--- src/rtl/spi_pkg.sv ---
// spi_pkg: types and constants shared by the SPI peripheral and the controller side.
//   spi_state_t                  - frame state of the peripheral FSM
//   SPI_LENGTH_RECIEVED_DEFAULT  - default command word length (bits)
//   SPI_LENGTH_SEND_DEFAULT      - default reply word length (bits)
//   spi_cnt_width()              - bit counter width covering both word lengths
package spi_pkg;

  typedef enum logic [1:0] {
    IDLE = 2'd0,
    RX   = 2'd1,
    TX   = 2'd2,
    DONE = 2'd3
  } spi_state_t;

  localparam int SPI_LENGTH_RECIEVED_DEFAULT = 8;
  localparam int SPI_LENGTH_SEND_DEFAULT     = 16;

  // The counter must hold the full word length so it never wraps inside a frame.
  function automatic int spi_cnt_width(input int len_a, input int len_b);
    return $clog2(((len_a > len_b) ? len_a : len_b) + 1);
  endfunction

endpackage

--- src/rtl/spi_sync_edge.sv ---
// spi_sync_edge: multi-stage synchronizer for an asynchronous pin with
// single-cycle rise/fall pulses derived from the synchronized level.
//   clk   in   system clock
//   rst   in   synchronous active-high reset
//   din   in   asynchronous pin
//   dout  out  synchronized level
//   rise  out  one-cycle pulse on a synchronized 0->1 transition
//   fall  out  one-cycle pulse on a synchronized 1->0 transition
module spi_sync_edge #(
  parameter int   SYNC_STAGES = 2,
  parameter logic RESET_VAL   = 1'b0
) (
  input  logic clk,
  input  logic rst,
  input  logic din,
  output logic dout,
  output logic rise,
  output logic fall
);

  logic [SYNC_STAGES-1:0] sync_q;
  logic                   prev_q;

  // Reset the whole chain and the history copy to the pin's idle level so
  // leaving reset never manufactures an edge.
  always_ff @(posedge clk) begin
    if (rst) begin
      sync_q <= {SYNC_STAGES{RESET_VAL}};
      prev_q <= RESET_VAL;
    end else begin
      sync_q <= {sync_q[SYNC_STAGES-2:0], din};
      prev_q <= sync_q[SYNC_STAGES-1];
    end
  end

  assign dout = sync_q[SYNC_STAGES-1];
  assign rise = dout & ~prev_q;
  assign fall = ~dout & prev_q;

endmodule

--- src/rtl/spi_peripheral_rx_tx.sv ---
// spi_peripheral_rx_tx: SPI mode-0 responder. Receives a command word, then
// returns a reply word in the same chip-select frame.
//   clk, rst           system clock, synchronous active-high reset
//   sclk, cs_n, copi   SPI pins from the controller (asynchronous)
//   cipo               reply data to the controller
//   tx_data/valid/ready  reply word handshake from user logic
//   rx_data/rx_valid   last complete command word, one-cycle valid pulse
//   busy               frame in progress
//   underrun           one-cycle pulse: frame started with no reply buffered
//
// state | meaning
// IDLE  | waiting for cs_n to fall, cipo held low
// RX    | shifting command bits in on sclk rising edges
// TX    | presenting reply bits, shifting on sclk falling edges
// DONE  | reply complete, sclk ignored until cs_n rises
module spi_peripheral_rx_tx
  import spi_pkg::*;
#(
  parameter int LENGTH_RECIEVED_P = SPI_LENGTH_RECIEVED_DEFAULT,
  parameter int LENGTH_SEND_P     = SPI_LENGTH_SEND_DEFAULT,
  parameter int SYNC_STAGES       = 2
) (
  input  logic                         clk,
  input  logic                         rst,
  input  logic                         sclk,
  input  logic                         cs_n,
  input  logic                         copi,
  output logic                         cipo,
  input  logic [LENGTH_SEND_P-1:0]     tx_data,
  input  logic                         tx_valid,
  output logic                         tx_ready,
  output logic [LENGTH_RECIEVED_P-1:0] rx_data,
  output logic                         rx_valid,
  output logic                         busy,
  output logic                         underrun
);

  localparam int CNT_W = spi_cnt_width(LENGTH_RECIEVED_P, LENGTH_SEND_P);
  localparam logic [CNT_W-1:0] LAST_RX = CNT_W'(LENGTH_RECIEVED_P - 1);
  localparam logic [CNT_W-1:0] LAST_TX = CNT_W'(LENGTH_SEND_P - 1);

  logic sclk_s, sclk_rise, sclk_fall;
  logic cs_s, cs_rise, cs_fall;
  logic [SYNC_STAGES-1:0] copi_sync_q;
  logic copi_s;

  spi_sync_edge #(.SYNC_STAGES(SYNC_STAGES), .RESET_VAL(1'b0)) u_sync_sclk (
    .clk  (clk),
    .rst  (rst),
    .din  (sclk),
    .dout (sclk_s),
    .rise (sclk_rise),
    .fall (sclk_fall)
  );

  spi_sync_edge #(.SYNC_STAGES(SYNC_STAGES), .RESET_VAL(1'b1)) u_sync_cs (
    .clk  (clk),
    .rst  (rst),
    .din  (cs_n),
    .dout (cs_s),
    .rise (cs_rise),
    .fall (cs_fall)
  );

  // copi only needs its level, matched in depth to sclk so data and clock align.
  always_ff @(posedge clk) begin
    if (rst) copi_sync_q <= '0;
    else     copi_sync_q <= {copi_sync_q[SYNC_STAGES-2:0], copi};
  end
  assign copi_s = copi_sync_q[SYNC_STAGES-1];

  spi_state_t                   state;
  logic [CNT_W-1:0]             bit_cnt;
  logic [LENGTH_RECIEVED_P-1:0] rx_shift;
  logic [LENGTH_SEND_P-1:0]     tx_shift;
  logic [LENGTH_SEND_P-1:0]     tx_buf;
  logic                         buf_full;
  logic                         rx_pend;

  always_ff @(posedge clk) begin
    if (rst) begin
      state    <= IDLE;
      bit_cnt  <= '0;
      rx_shift <= '0;
      tx_shift <= '0;
      tx_buf   <= '0;
      buf_full <= 1'b0;
      rx_pend  <= 1'b0;
      rx_data  <= '0;
      rx_valid <= 1'b0;
      underrun <= 1'b0;
      cipo     <= 1'b0;
    end else begin
      rx_pend  <= 1'b0;
      rx_valid <= rx_pend;
      underrun <= 1'b0;

      if (tx_valid && !buf_full) begin
        tx_buf   <= tx_data;
        buf_full <= 1'b1;
      end

      case (state)
        IDLE: begin
          cipo <= 1'b0;
          if (cs_fall) begin
            state   <= RX;
            bit_cnt <= '0;
            // Only clear buf_full when it was set, so a load landing in this
            // same cycle is kept for the next frame.
            if (buf_full) begin
              tx_shift <= tx_buf;
              buf_full <= 1'b0;
            end else begin
              tx_shift <= '0;
              underrun <= 1'b1;
            end
          end
        end

        RX: begin
          if (cs_rise) begin
            state <= IDLE;
            cipo  <= 1'b0;
          end else if (sclk_rise) begin
            rx_shift <= {rx_shift[LENGTH_RECIEVED_P-2:0], copi_s};
            if (bit_cnt == LAST_RX) begin
              rx_data <= {rx_shift[LENGTH_RECIEVED_P-2:0], copi_s};
              rx_pend <= 1'b1;
              bit_cnt <= '0;
              state   <= TX;
              cipo    <= tx_shift[LENGTH_SEND_P-1];
            end else begin
              bit_cnt <= bit_cnt + 1'b1;
            end
          end
        end

        TX: begin
          if (cs_rise) begin
            state <= IDLE;
            cipo  <= 1'b0;
          end else if (sclk_rise) begin
            if (bit_cnt == LAST_TX) begin
              state <= DONE;
              cipo  <= 1'b0;
            end else begin
              bit_cnt <= bit_cnt + 1'b1;
            end
          end else if (sclk_fall && bit_cnt != '0) begin
            // bit_cnt==0 means the falling edge left over from the RX phase.
            tx_shift <= {tx_shift[LENGTH_SEND_P-2:0], 1'b0};
            cipo     <= tx_shift[LENGTH_SEND_P-2];
          end
        end

        DONE: begin
          cipo <= 1'b0;
          if (cs_rise) state <= IDLE;
        end

        default: state <= IDLE;
      endcase
    end
  end

  assign busy     = (state != IDLE);
  assign tx_ready = ~buf_full;

endmodule

--- config.mk ---
export PLATFORM = sky130hd
export DESIGN_NAME = spi_peripheral_rx_tx
export DESIGN_NICKNAME = d
export VERILOG_FILES = /design/src/rtl/spi_pkg.sv /design/src/rtl/spi_sync_edge.sv /design/src/rtl/spi_peripheral_rx_tx.sv
export SDC_FILE = /design/constraint.sdc
export NUM_CORES = 1
export LEC_CHECK = 0
export ABC_AREA = 1
export BUFFER_PORTS_ARGS = -buffer_cell sky130_fd_sc_hd__buf_2
export CAP_MARGIN = 20
export CORE_UTILIZATION = 50
export DETAILED_ROUTE_END_ITERATION = 16
export GPL_TIMING_DRIVEN = 0
export PLACE_DENSITY_LB_ADDON = 0.08
export SYNTH_ARGS = -nofsm -noshare
export SYNTH_HDL_FRONTEND = slang
export SYNTH_HIERARCHICAL = 1
export SYNTH_SLANG_ARGS = --single-unit
export TNS_END_PERCENT = 1
--- constraint.sdc ---
create_clock -name clk -period 1.7 [get_ports clk]
set_clock_uncertainty 0.1 [all_clocks]
set_input_delay 0.085 -clock clk [delete_from_list [all_inputs] [get_ports clk]]
set_output_delay 0.085 -clock clk [all_outputs]
set_load 0.01 [all_outputs]
==> summary.md, run 1 <==
| Metric | Value |
|---|---|
| Vias in the first global route | 2,525 |
| Grt met1 use | 26.3% |
| I/O pin count | 35 |
| Crit Path Max Fanout | 5 |
| CTS H-tree lvls | 3 |
| Hold depth | 4 |
| Crit path buf inv count | 2 |
| Critical Path RT | 1840 ps |
| N_diodes | 0 |
| Cell variety after synth | 28 |
| Critical Path Max Stage Delay | 390 ps |
| Final Cycle Share | 95.6% |
| First-pass GRT wire length | 11,000 µm |
| DRC Markers | 0 |
| Fin. max-slew vios | 0 |
| Port bufs | 34 |
| R2R setup slack | 80 ps |
| Fin Setup TNS | 0 ps |
| Fill count | 515 |
| Clk sinks | 67 |
| DP HPWL | 4370 µm |
| CP Depth | 7 |
| TritonRoute pass-1 iters | 5 |
| Largest cells by area after synthesis | dfxtp_1, nand2_1, nor2_1 |
| Post-synthesis sequential area ratio | 44.2% |
| All-Layer GR Usage | 22.6% |
| Cell Chain, Critical Path | inv_1 -> ha_1 -> inv_1 -> nand2_2 -> a21o_1 -> o21ai_1 -> nor2_1 |
| Initial antenna violation count | 0 |
| HP Class | in -> reg |
| 1st-iter DRT viols | 128 |
| Beginning of the worst hold path | tx_valid |
| Met2 GRT Util | 38.8% |
| Minimum clock period | 1620 ps |
| Max-cap violations | 0 |
| Crit path DAT | 1760 ps |
| # setup viols final | 0 |
| Die width | 79.9 µm |
| Worst-Margin Slew | 554 ps |
| Power density over cell area | 1030 mW/mm² |
| Unrepaired setup endpoints after global routing | yes |
| Peak supply drop | 780 µV |
| Synthesized area | 0.00304 mm² |
| M3 GR Usage | 5.94% |
| CTS tree | yes |
| CTS Buf Count | 9 |
| F_max | 616 MHz |
| Synthesized flop and latch total | 67 |
| Pre-CTS setup slack | -252 ps |
| Status | finished clean |
| Final worst setup slack | 75.6 ps |
| Syn_nets | 462 |
| Area grow syn2layout | 31.4% |
| Die Y | 79.9 µm |
| Pin count of the biggest net entering global routing | 13 |
| Root buf cell | clkbuf_8 |
| Vias | 2,767 |
| FF-to-FF End | bit_cnt[0] |
| Final Hold Vio Count | 0 |
| Reg-to-Reg Start | state[1] |
| Skew-Pair Late Insertion Delay | 350 ps |
| Nets@finish | 540 |
| Initial core utilization | 51.6% |
| Total chip power | 4.12 mW |
| Yosys top cell area share | 44.2% |
| Crit path max-delay family | compound AO/OA/AOI/OAI gates |
| Rel. slew slack | 63.0% |
| CTS Buffer Depth | 2 |
| Syn_area_per_cell | 7.04 µm² |
| CTS clock-pin slew for the worst setup and hold paths | 70 ps |
| Hold EP | tx_buf[5] |
| Area leader, netlist | dfxtp_1 |
| Share of layout cells above drive strength 1 | 22.8% |
| Core Area | 0.00589 mm² |
| Post-DR wirelength/cell | 11.4 µm |
| Congestion Overflow GR | 0 |
| Worst Setup End Kind | flip-flop |
| Final Util | 67.8% |
| Crit start category | flip-flop |
| Cells after Synth | 431 |
| Crit path max-delay cell type | dfxtp_2 |
| R2R depth | 7 |
| Remaining antenna violation count after routing | 0 |
| Crit path top cell by count | inv_1 |
| Final Wtd Congestion | 0.811 |
| Detailed Route WL | 6710 µm |
| Site Rows | 28 |
| Die ar. | 0.00639 mm² |
| GRT busiest layer | met2 |
| Crit path kind | reg -> reg |
| Avg Vias per Cell | 4.70 |
| Leakage | 1.87 nW |
| YS warnings | 6 |
[stage by stage]
step / hold slack [ps] / area, µm² / std cells
final: 148 / 3990 / 589
after floorplan: 56.2 / 3040 / 431
after CTS: 138 / 3820 / 585
after detailed placement: 163 / 3300 / 540
after global placement: 153 / 3300 / 540
after global routing: 203 / 3990 / 589
[layer usage]
metal	wire, µm	vias to the layer above	part of all wire, %
met2	3260	40	48
met3	243	7	3.6
li1	-	1489	-
met1	3130	1231	47
met5	0	-	0
met4	89	0	1.3
[layout make-up]
class / count / area, µm² / area share (%)
inverters: 73 / 277 / 6.93
well taps: 75 / 93.8 / 2.35
flip-flops and latches: 67 / 1350 / 33.9
multi-input cells: 273 / 1480 / 37.2
plain buffers: 18 / 111 / 2.79
clock inverters: 7 / 68.8 / 1.73
clock buffers: 9 / 124 / 3.11
repair buffers: 67 / 477 / 12.0
[kinds of logic after synthesis]
kind of cell / after synthesis / synth area share (%)
and+or+nand+nor: 189 / 25.8
buffers and inverters: 91 / 12.0
AOI/OAI and AO/OA: 74 / 14.1
DFF: 67 / 44.2
adders and majority gates: 9 / 3.71
xor gates and xnor gates: 1 / 0.289
[what timing repair did]
item	CTS	global route
setup buffers	6	4
pin swaps	1	14
cloned	1	0
gates resized for setup	19	41
hold buffers	22	0
hold endpoints to repair	23	0
endpoints found under the setup margin	26	30
[Yosys cell counts]
cell,n
ha_1,9
nand3_4,1
a211oi_1,1
o21ai_0,24
nor2_2,1
buf_4,1
nand2_1,82
clkbuf_2,1
nand4_1,15
a21o_1,1
o21ai_4,1
a21boi_1,9
a21boi_0,6
inv_1,64
inv_2,8
dfxtp_1,67
o21ai_1,9
buf_6,1
nand2_2,1
a21oi_1,22
xor2_1,1
nor3_1,2
nor2_1,76
clkinv_1,1
nand3_1,11
buf_2,7
a21oi_2,1
clkbuf_1,8
[power breakdown]
part           switching, mW  internal [mW]
Combinational          0.585          0.432
Sequential            0.0838           1.72
Clock                  0.621          0.670
[sequential cells by signal, summed over array words and instances (netlist names)]
register            cells
state                   2
u_sync_sclk/sync_q      2
u_sync_cs/prev_q        1
tx_shift               16
u_sync_sclk/prev_q      1
tx_buf                 16
underrun                1
cipo                    1
bit_cnt                 5
rx_pend                 1
copi_sync_q             2
rx_data                 8
buf_full                1
rx_shift                7
rx_valid                1
u_sync_cs/sync_q        2
[how the worst max path moves through the flow]
stage / startpoint / end
2_1_floorplan: state[0] / tx_shift[0]
3_3_place_gp: state[0] / tx_shift[14]
3_5_place_dp: state[1] / bit_cnt[1]
4_1_cts: state[1] / bit_cnt[1]
5_1_grt: u_sync_sclk/sync_q[1] / rx_data[5]
6_report: state[1] / bit_cnt[0]
[layout by cell type, fill, tap and decap left out, types with 4 or more instances in the layout]
cell and count:
nor2_1 73, nand2_1 72, inv_1 63, dfxtp_1 63, buf_2 36, o21ai_0 23
dlygate4sd3_1 22, a21oi_1 18, buf_4 15, nand4_1 15, o21ai_1 10, inv_2 9
a21boi_1 9, clkbuf_8 9, nand2_2 8, clkbuf_1 7, nand3_1 7, a21boi_0 6
ha_1 5, a21oi_2 4
[tightest hold or removal path, delay by kind of cell]
kind / cells / cell delay (ps)
and+or+nand+nor: 2 / 200
AOI/OAI and AO/OA: 1 / 190
buffers and inverters: 1 / 80
(Power assumes the default switching activity.)
==> run 2, diff against run 1 <==
RECOVER_POWER = 50   (was unset)
==> run 2 against run 1 <==
Sequential cell count is the same. Sequential share of layout area grew 0.12 points. First-iteration DRC count shrank 1.6%. Combinational power is essentially flat. Largest cell class unchanged. Critical path type unchanged. Clock power is essentially flat. Highest routed layer unchanged. Critical path depth grew 4.
==> summary.md, run 2 (same netlist as run 1, synthesis figures left out) <==
| Metric | Value |
|---|---|
| Core Area | 0.00589 mm² (unchanged) |
| Critical Path RT | 1880 ps (was 1840 ps) |
| Max-cap violations | 0 (unchanged) |
| Die Y | 79.9 µm (unchanged) |
| Die ar. | 0.00639 mm² (unchanged) |
| CTS Buf Count | 9 (unchanged) |
| Critical Path End | tx_shift[2] (was bit_cnt[0]) |
| FF-to-FF End | tx_shift[2] (was bit_cnt[0]) |
| Skew-Pair Late Insertion Delay | 340 ps (was 350 ps) |
| Post-DR wirelength/cell | 11.4 µm (about the same) |
| CTS Buffer Depth | 2 (unchanged) |
| Crit path DAT | 1810 ps (was 1760 ps) |
| Unrepaired setup endpoints after global routing | yes (unchanged) |
| Die width | 79.9 µm (unchanged) |
| Avg Vias per Cell | 4.76 (was 4.70) |
| First-pass GRT wire length | 11,000 µm (unchanged) |
| Port bufs | 34 (unchanged) |
| Power density over cell area | 1040 mW/mm² (was 1030 mW/mm²) |
| Remaining antenna violation count after routing | 0 (unchanged) |
| Minimum clock period | 1620 ps (about the same) |
| Initial antenna violation count | 0 (unchanged) |
| CTS tree | yes (unchanged) |
| TritonRoute pass-1 iters | 4 (was 5) |
| HP Class | in -> reg (unchanged) |
| Crit Path Max Fanout | 10 (was 5) |
| F_max | 616 MHz (about the same) |
| Leakage | 1.82 nW (was 1.87 nW) |
| Worst-Margin Slew | 536 ps (was 554 ps) |
| Crit. Startpoint | state[0] (was state[1]) |
| Share of layout cells above drive strength 1 | 20.6% (was 22.8%) |
| DP HPWL | 4370 µm (unchanged) |
| Root buf cell | clkbuf_8 (unchanged) |
| Non-filler instance count after layout | 589 (unchanged) |
| Vias | 2,803 (was 2,767) |
| Pin count of the biggest net entering global routing | 13 (unchanged) |
| Initial core utilization | 51.6% (unchanged) |
| Crit start category | flip-flop (unchanged) |
| Fin. max-slew vios | 0 (unchanged) |
| R2R setup slack | 80 ps (about the same) |
| Site Rows | 28 (unchanged) |
| Rel. slew slack | 64.2% (was 63.0%) |
| R2R depth | 11 (was 7) |
| N_diodes | 0 (unchanged) |
| Final Wtd Congestion | 0.811 (unchanged) |
| Most common cell after layout, fill and taps aside | nor2_1 (unchanged) |
| Reg-to-Reg Start | state[0] (was state[1]) |
| Final Hold Vio Count | 0 (unchanged) |
| Peak supply drop | 783 µV (was 780 µV) |
| # setup viols final | 0 (unchanged) |
| Area grow syn2layout | 31.0% (was 31.4%) |
| Detailed Route WL | 6720 µm (was 6710 µm) |
| Clk sinks | 67 (unchanged) |
| Crit path kind | reg -> reg (unchanged) |
| I/O pin count | 35 (unchanged) |
| CTS H-tree lvls | 3 (unchanged) |
| Final Cycle Share | 95.6% (about the same) |
| Status | finished clean (unchanged) |
| 1st-iter DRT viols | 126 (was 128) |
| Nets@finish | 540 (unchanged) |
| Top Registers | tx_buf x16, tx_shift x16, rx_data x8 (unchanged) |
| CTS clock-pin slew for the worst setup and hold paths | 70 ps (about the same) |
| Vias in the first global route | 2,525 (unchanged) |
| Total chip power | 4.11 mW (was 4.12 mW) |
| Congestion Overflow GR | 0 (unchanged) |
| All-Layer GR Usage | 22.6% (unchanged) |
| DRC Markers | 0 (unchanged) |
| Placed Instances | 540 (unchanged) |
| Most frequent cells in the layout | nor2_1, nand2_1, inv_1, dfxtp_1, buf_2 (unchanged) |
| Worst Setup End Kind | flip-flop (unchanged) |
[run 2: cell count changes in the layout (fill, tap and decap cells not counted), sizes merged]
cell / change
buf: -11
clkbuf: +11
[run 2: worst max-delay path, stage by stage (launching register included)]
cell and delay [ps]:
dfxtp_4 370, inv_2 70, ha_4 170, buf_6 150, inv_4 70, nand2_2 60
o21ai_4 90, nand3_4 140, buf_6 160, nand2_1 60, inv_2 30, nor2_1 90
[run 2: area by class of cell]
class                           instances  area [µm²]
Multi-Input combinational cell        273        1480
Buffer                                 18         111
Fill cell                             522        1910
Clock inverter                          7        68.8
Sequential cell                        67        1350
Timing Repair Buffer                   67         463
Tap cell                               75        93.8
Inverter                               73         277
Clock buffer                            9         124
[run 2: power by group]
part / internal [mW] / switching, mW
logic: 0.431 / 0.587
clock network: 0.670 / 0.620
registers: 1.72 / 0.0845
[run 2: worst min path at each step]
stage / startpoint / slack [ps] / cells past startpoint / end
after floorplan: rst / 60 / 1 / u_sync_sclk/sync_q[0]
after CTS: tx_valid / 140 / 4 / tx_buf[4]
after detailed placement: cs_n / 160 / 3 / u_sync_cs/sync_q[0]
final: tx_valid / 150 / 4 / tx_buf[5]
after global placement: cs_n / 150 / 3 / u_sync_cs/sync_q[0]
after global routing: tx_valid / 200 / 4 / tx_buf[2]
[run 2: per-layer routing]
| layer | track usage [%] | vias to the layer above | part of all wire, % |
|---|---|---|---|
| li1 | - | 1487 | - |
| met1 | 26.3 | 1257 | 47 |
| met2 | 38.8 | 45 | 48 |
| met4 | 9.64 | 0 | 2.0 |
| met5 | 0 | - | 0 |
| met3 | 5.94 | 14 | 3.1 |
[run 2: through the flow]
step | hold slack [ps] | util (%) | area [µm²] | setup TNS, ps | setup WS (ps)
global route | 203 | 67.5 | 3980 | -307 | -39.7
global placement | 153 | 56.1 | 3300 | -3430 | -212
finish | 154 | 67.5 | 3980 | 0 | 75.6
floorplan | 56.2 | - | 3040 | 0 | 5.93
CTS | 138 | 64.9 | 3820 | 0 | 5.61
detailed placement | 163 | 56.1 | 3300 | -3980 | -252
[run 2: what timing repair did]
action	CTS	global route
endpoints found under the setup margin	26	30
hold endpoints to repair	23	0
hold buffers	22	0
gates resized for setup	19	41
cloned	1	0
pin swaps	1	14
buffers inserted	6	4
